File: config.mk
export PLATFORM = sky130hd
export DESIGN_NAME = shift_seq_ctrl
export DESIGN_NICKNAME = d
export VERILOG_FILES = /design/src/rtl/shift_seq_pkg.sv /design/src/rtl/shift_core.sv /design/src/rtl/shift_seq_ctrl.sv
export SDC_FILE = /design/constraint.sdc
export NUM_CORES = 1
export LEC_CHECK = 0
export CAP_MARGIN = 20
export CORE_AREA = 3 3 40 42
export CTS_CLUSTER_DIAMETER = 150
export DETAILED_ROUTE_END_ITERATION = 10
export DIE_AREA = 0 0 43 45
export DONT_BUFFER_PORTS = 1
export GPL_ROUTABILITY_DRIVEN = 1
export PLACE_DENSITY_LB_ADDON = 0.08
export SLEW_MARGIN = 20
export SYNTH_ARGS = -nofsm -noshare
export SYNTH_HDL_FRONTEND = slang
export SYNTH_HIERARCHICAL = 1
export SYNTH_SLANG_ARGS = --single-unit
File: constraint.sdc
create_clock -name clk -period 2 [get_ports clk]
set_input_delay 0.3 -clock clk [delete_from_list [all_inputs] [get_ports clk]]
set_output_delay 0.3 -clock clk [all_outputs]
set_load 0.03 [all_outputs]
File: src/rtl/shift_seq_pkg.sv
// Shared encodings for the shift sequencer: FSM states and the register
// control codes that shift_seq_ctrl issues to shift_core.
package shift_seq_pkg;

    localparam logic [1:0] ST_IDLE  = 2'd0;
    localparam logic [1:0] ST_SHIFT = 2'd1;
    localparam logic [1:0] ST_DONE  = 2'd2;

    localparam logic [1:0] SR_HOLD  = 2'b00;
    localparam logic [1:0] SR_LOAD  = 2'b01;
    localparam logic [1:0] SR_SHIFT = 2'b10;

endpackage

File: src/rtl/shift_core.sv
// Shift register datapath: hold, parallel load, or right shift with a fill
// bit entering at the MSB.
module shift_core
    import shift_seq_pkg::*;
#(
    parameter int WIDTH = 8
) (
    input  logic             clk,
    input  logic             rst,
    input  logic [1:0]       ctrl,
    input  logic [WIDTH-1:0] data_in,
    input  logic             shift_in,
    output logic [WIDTH-1:0] q
);

    logic [WIDTH-1:0] q_q;
    logic [WIDTH-1:0] q_d;

    always_comb begin
        q_d = q_q;
        case (ctrl)
            SR_LOAD:  q_d = data_in;
            SR_SHIFT: q_d = {shift_in, q_q[WIDTH-1:1]};
            default:  q_d = q_q;
        endcase
    end

    always_ff @(posedge clk or posedge rst) begin
        if (rst) begin
            q_q <= '0;
        end else begin
            q_q <= q_d;
        end
    end

    assign q = q_q;

endmodule

File: src/rtl/shift_seq_ctrl.sv
// Frame controller: accepts a parallel word, streams it LSB first under a
// ready/valid handshake, then pulses done for one cycle.
module shift_seq_ctrl
    import shift_seq_pkg::*;
#(
    parameter int WIDTH = 8
) (
    input  logic             clk,
    input  logic             rst,
    input  logic [WIDTH-1:0] in_data,
    input  logic             in_valid,
    output logic             in_ready,
    input  logic             fill_bit,
    output logic             ser_out,
    output logic             ser_valid,
    input  logic             ser_ready,
    input  logic             abort,
    output logic             busy,
    output logic             done,
    output logic [1:0]       sr_ctrl
);

    localparam int CW = $clog2(WIDTH);

    logic [1:0]       state_q;
    logic [1:0]       state_d;
    logic [CW-1:0]    cnt_q;
    logic [CW-1:0]    cnt_d;
    logic [WIDTH-1:0] sr_q;
    logic             sr_unused;

    always_comb begin
        state_d   = state_q;
        cnt_d     = cnt_q;
        sr_ctrl   = SR_HOLD;
        in_ready  = 1'b0;
        ser_valid = (state_q == ST_SHIFT);
        done      = (state_q == ST_DONE);

        // abort overrides everything; rst gating keeps LOAD off while reset is held
        if (abort) begin
            state_d = ST_IDLE;
            cnt_d   = '0;
        end else begin
            case (state_q)
                ST_IDLE: begin
                    in_ready = !rst;
                    if (in_valid && !rst) begin
                        sr_ctrl = SR_LOAD;
                        cnt_d   = '0;
                        state_d = ST_SHIFT;
                    end
                end
                ST_SHIFT: begin
                    if (ser_ready) begin
                        sr_ctrl = SR_SHIFT;
                        if (cnt_q == CW'(WIDTH - 1)) begin
                            cnt_d   = '0;
                            state_d = ST_DONE;
                        end else begin
                            cnt_d = cnt_q + CW'(1);
                        end
                    end
                end
                ST_DONE: begin
                    state_d = ST_IDLE;
                end
                default: begin
                    state_d = ST_IDLE;
                    cnt_d   = '0;
                end
            endcase
        end
    end

    always_ff @(posedge clk or posedge rst) begin
        if (rst) begin
            state_q <= ST_IDLE;
            cnt_q   <= '0;
        end else begin
            state_q <= state_d;
            cnt_q   <= cnt_d;
        end
    end

    shift_core #(.WIDTH(WIDTH)) u_core (
        .clk      (clk),
        .rst      (rst),
        .ctrl     (sr_ctrl),
        .data_in  (in_data),
        .shift_in (fill_bit),
        .q        (sr_q)
    );

    assign ser_out   = sr_q[0];
    assign busy      = (state_q != ST_IDLE);
    assign sr_unused = ^sr_q[WIDTH-1:1];

endmodule

# ---- Word level (Yosys, flattened, before mapping)
# Cells that the tools add are included.
dict set report totals {
  input_bits 14
  out_inout_bits 7
  reg_bits 13
  wordCells 37
}
dict set report classes {
  reduce_logical 7
  mux 17
  add_sub_neg 1
  eq_ne 9
}
# operator n
set op_table {}
lappend op_table {{one-hot mux 8 bit (2 select lines)} 1}
lappend op_table {{2-to-1 mux 2 bit} 6}
lappend op_table {{2-to-1 mux 3 bit} 4}
lappend op_table {{one-hot mux 3 bit (3 select lines)} 1}
lappend op_table {{one-hot mux 2 bit (2 select lines)} 2}
lappend op_table {{!= test 3 x 1 -> 1 bit (second input constant)} 2}
lappend op_table {{AND reduction 3 bit} 2}
lappend op_table {{== test 2 x 1 -> 1 bit (second input constant)} 2}
lappend op_table {{== test 2 bit (second input constant)} 2}
lappend op_table {{nonzero test 2 bit} 2}
lappend op_table {{adder 3 x 1 -> 3 bit (second input constant)} 1}
lappend op_table {{== test 3 bit (second input constant)} 1}
lappend op_table {{2-to-1 mux 1 bit} 3}
lappend op_table {{!= test 3 bit (second input constant)} 1}
lappend op_table {{logical NOT 2 bit} 1}
lappend op_table {{!= test 2 bit (second input constant)} 1}
lappend op_table {{logical AND 1 bit} 1}
lappend op_table {{logical NOT 1 bit} 1}

# ---- Logic depth before layout (Yosys ltp)
dict set report depth {
  word_depth 7
  mapped_depth 7
  depth_no_buf 6
}

# ---- Cells and area by module
# The synthesis kept the hierarchy.
# module cells_each seq_area_each_um2 area_each_um2 instances
set modules_own_cells {}
lappend modules_own_cells {shift_core 37 200.2 392.9 1}
lappend modules_own_cells {shift_seq_ctrl 31 125.1 311.5 1}

# ---- Worst setup path after synthesis
# No wires, ideal clock.
dict set report synth_path {
  path_kind {reg-to-reg}
  from {reg state_q[0]}
  to {reg u_core.q_q[0] (netlist: u_core/q[0])}
  arrival_ns 2.413
  period_less_slack_ns 2.539
  path_slack_ns -0.539
  setup_ns 0.126
  path_buffers 1
  stages_incl_launch_ff 8
  required_time_ns 1.874
  path_cell_list {dfrtp_1 > or2_1 > nor3b_1 > inv_1 > ha_1 > buf_6 > nand2_1 > o21ai_1}
}
dict set report synth_via {
  elab_chain_cells 5
  word_cells_on_any_way 8
  cone_classes {eq/ne (3); mux (3); reduce/logical (2)}
}
# item line
set synth_lines {}
lappend synth_lines {{start, declared} shift_seq_ctrl.sv:25} ;# logic [1:0] state_q;
lappend synth_lines {{start signal, assigned} shift_seq_ctrl.sv:81} ;# state_q <= state_d;
lappend synth_lines {{== test 2 x 1 -> 1 bit or logical NOT 2 bit (tied branches)} shift_seq_ctrl.sv:45} ;# case (state_q)
lappend synth_lines {{one-hot mux 2 bit (2 select lines) *} shift_seq_ctrl.sv:45}
lappend synth_lines {{2-to-1 mux 2 bit *} shift_seq_ctrl.sv:41} ;# if (abort) begin
lappend synth_lines {{via sr_ctrl[0]} shift_seq_ctrl.sv:20} ;# output logic [1:0] sr_ctrl
lappend synth_lines {{== test 2 bit or == test 2 x 1 -> 1 bit (tied branches)} shift_core.sv:21} ;# case (ctrl)
lappend synth_lines {{one-hot mux 8 bit (2 select lines) or nonzero test 2 bit (tied branches)} --}
lappend synth_lines {{end signal, assigned} shift_core.sv:32} ;# q_q <= q_d;
lappend synth_lines {{end, declared} shift_core.sv:16} ;# logic [WIDTH-1:0] q_q;
# The timed path passes the listed nets; every way through them passes the cells marked *.
# A chain may end at the register's enable or synchronous reset.

# ---- Worst setup path in the final report
dict set report layout_path {
  from {reg state_q[1]}
  to {reg u_core.q_q[2] (netlist: u_core/q[2])}
}
dict set report layout_via {
  elab_chain_cells 5
  word_cells_on_any_way 8
  cone_classes {eq/ne (3); mux (3); reduce/logical (2)}
}
# item line
set layout_lines {}
lappend layout_lines {{== test 2 x 1 -> 1 bit or logical NOT 2 bit (tied branches)} shift_seq_ctrl.sv:45}
lappend layout_lines {{one-hot mux 2 bit (2 select lines) *} shift_seq_ctrl.sv:45}
lappend layout_lines {{2-to-1 mux 2 bit *} shift_seq_ctrl.sv:41}
lappend layout_lines {{== test 2 bit or == test 2 x 1 -> 1 bit (tied branches)} shift_core.sv:21}
lappend layout_lines {{one-hot mux 8 bit (2 select lines) or nonzero test 2 bit (tied branches)} --}
# Mark *: on every way between the ends. The rest lies on a longest branch, timed or not.

==> impl_metrics.tcl <==
set metrics [dict create \
    worst_pin_slew_ps 608 \
    fp.dieW_um 43 \
    synthAdderAreaFrac_pct 5.33 \
    finalSetupTns_ps 0 \
    hold_viol 0 \
    cts_buffers 3 \
    wl_mm 1.37 \
    ys.warnings.count 6 \
    fin_crit_sh_pct 88.7 \
    dr_total_vias 520 \
    path_class "reg -> reg" \
    synth.avg_cell_area_um2 10.4 \
    synth.net_count 85 \
    synthFlopType "dfrtp_1" \
    drc 0 \
    worstSetupStartpointType "flop" \
    synth_compound_area_share_pct 9.77 \
    fin_total_pwr_mw 0.593 \
    postCtsHoldBufs 1 \
    cp_slowest_cell "ha_1" \
    layout_common_cells "dfrtp_1 (13), mux2i_1 (8), nand2_1 (8), o21ai_1 (8), buf_4 (6)" \
    wl_per_cell_um 14.9 \
    grt_setup_unrepaired "no" \
    htreeDepth 1 \
    cp_max_fo 16 \
    cp.required_ps 2150 \
    final_nets 95 \
    clock_skew_ps 1.37 \
    clk_pin_slew_ps 80 \
    cap_viol_max_count 0 \
    ys_seq_area_share_pct 46.2 \
    dp_hpwl_mm 1.07 \
    reg2reg_slack_ps 230 \
    path_buf_inv 1 \
    leakage_nw 0.359 \
    syn_to_final_growth_pct 13.7 \
    r2r_cells 5 \
    peakVddDrop_v 0.000469 \
    clock-root-buffer "clkbuf_4" \
    gp_congestion 0.787 \
    die_area_mm2 0.00194 \
    antenna_found_initial 0 \
    crit_path_end_kind "flop" \
    synth_edf_count 0 \
    clock-sinks 13 \
    slew_headroom_pct 59.4 \
    core_area_mm2 0.00128 \
    async_flop_share_pct 100 \
    final_antenna_net_count 0 \
    io_pins 21 \
    grt_usage_pct 15.8 \
    portBuffers 0 \
    clock_latency_ps 280 \
    r2r_end "u_core/q[2]" \
    std_cell_rows 13 \
    post-route-min-period_ps 1770 \
    postCtsSetupRepairBufs 0 \
    path_cells "or2_4, nor3b_4, inv_1, ha_1, o21ai_1" \
    ys_ff_latch 13 \
    synth_xor_area_share_pct 0 \
    slew_violations 0 \
    initial_core_util_pct 54.8 \
    cts_tree "done" \
    setup_viol 0 \
    syn_area_um2 704 \
    clockBufferDepth 2 \
    dieHeight_um 45 \
    whs_path_depth 1 \
    antenna-diode-count 0 \
    cp_top_family "adder cells" \
    outcome "finished, final reports clean" \
    synth_mux_area_share_pct 11.4 \
    synth-simple-area-share_pct 22.6 \
    grt_max_degree 17 \
    dr.pass1.iters 4 \
    power_density_mw_per_mm2 741 \
    drive_above_1_share_pct 20.8 \
    synth_top_family_by_area "simple AND/OR/NAND/NOR gates" \
    crit_arrival_ps 1920 \
    synth.distinct_cells 20 \
    cp_slowest_stage_delay_ps 550 \
    grt_pass1_vias 531 \
    fmax_mhz 564 \
    syn_inst 68 \
    min_to "cnt_q[2]" \
    drt_iter0_drc 10 \
    overflow 0 \
    final_common_cell "dfrtp_1" \
    grt_first_pass_wirelength_mm 2.24 \
    hp-class "in -> reg" \
    via_per_inst 5.65 \
    hold_start "abort" \
    cts_resized 0 \
    reg2reg_from "state_q[1]" \
]
==> power breakdown <==
part           switching [mW]  total [mW]  internal, mW
registers              0.0308       0.332         0.301
logic                  0.0539      0.0969        0.0430
clock network          0.0906       0.165        0.0742
total                   0.175       0.593         0.418
==> cells by family after synthesis <==
family	Yosys count
AOI/OAI and AO/OA	13
adders and majority gates	3
buffers and inverters	5
and+or+nand+nor	26
muxes	8
DFF	13
==> cell type report <==
class	instances	area [um^2]
fillers	99	484
repair buffers	7	55.1
flip-flops and latches	13	325
inverters	3	11.3
clock inverters	1	5.00
multi-input cells	50	363
well taps	15	18.8
clock buffers	3	22.5
==> routing by layer <==
layer | up-vias | GRT usage, % | part of all wire (%) | routed length, um
li1 | 263 | - | - | -
met1 | 236 | 19.3 | 46 | 631
met2 | 15 | 25.7 | 45 | 619
met3 | 6 | 4.78 | 6.0 | 82
met4 | 0 | 7.23 | 2.5 | 34
met5 | - | 0 | 0 | 0
==> registers in the layout, summed over array words and instances, names as in the netlist <==
signal,count
state_q,2
u_core/q,8
cnt_q,3
==> cells in the mapped netlist (2+ instances only) <==
library cell  instances  area (um^2)
a21oi_1               3         15.0
buf_6                 2         22.5
dfrtp_1              13          325
ha_1                  3         37.5
inv_1                 3         11.3
mux2i_1               8         80.1
nand2_1               8         30.0
nand3_1               4         20.0
nand4bb_1             3         33.8
nor2b_1               3         18.8
nor3_1                2         10.0
o21ai_1               8         40.0
==> how the worst max path moves through the flow <==
stage / depth (start not counted) / start / end / slack (ps)
final: 5 / state_q[1] / u_core/q[2] / 230
after global routing: 6 / state_q[1] / u_core/q[2] / 100
after CTS: 6 / state_q[0] / u_core/q[6] / 210
after detailed placement: 6 / state_q[0] / u_core/q[6] / 210
after global placement: 5 / state_q[1] / u_core/q[3] / 260
after floorplan: 7 / state_q[1] / u_core/q[0] / 20
==> through the flow <==
| step | worst slack (ps) | hold slack [ps] | instance area, um^2 | instances | util [%] |
|---|---|---|---|---|---|
| floorplan | 18.8 | 78.5 | 722 | 68 | - |
| global placement | 257 | 106 | 763 | 87 | 59.4 |
| detailed placement | 214 | 107 | 763 | 87 | 59.4 |
| CTS | 206 | 73.5 | 801 | 92 | 62.3 |
| global route | 96.0 | 66.4 | 801 | 92 | 62.3 |
| finish | 227 | 75.1 | 801 | 92 | 62.3 |
Power figures use the tool's default switching activity.
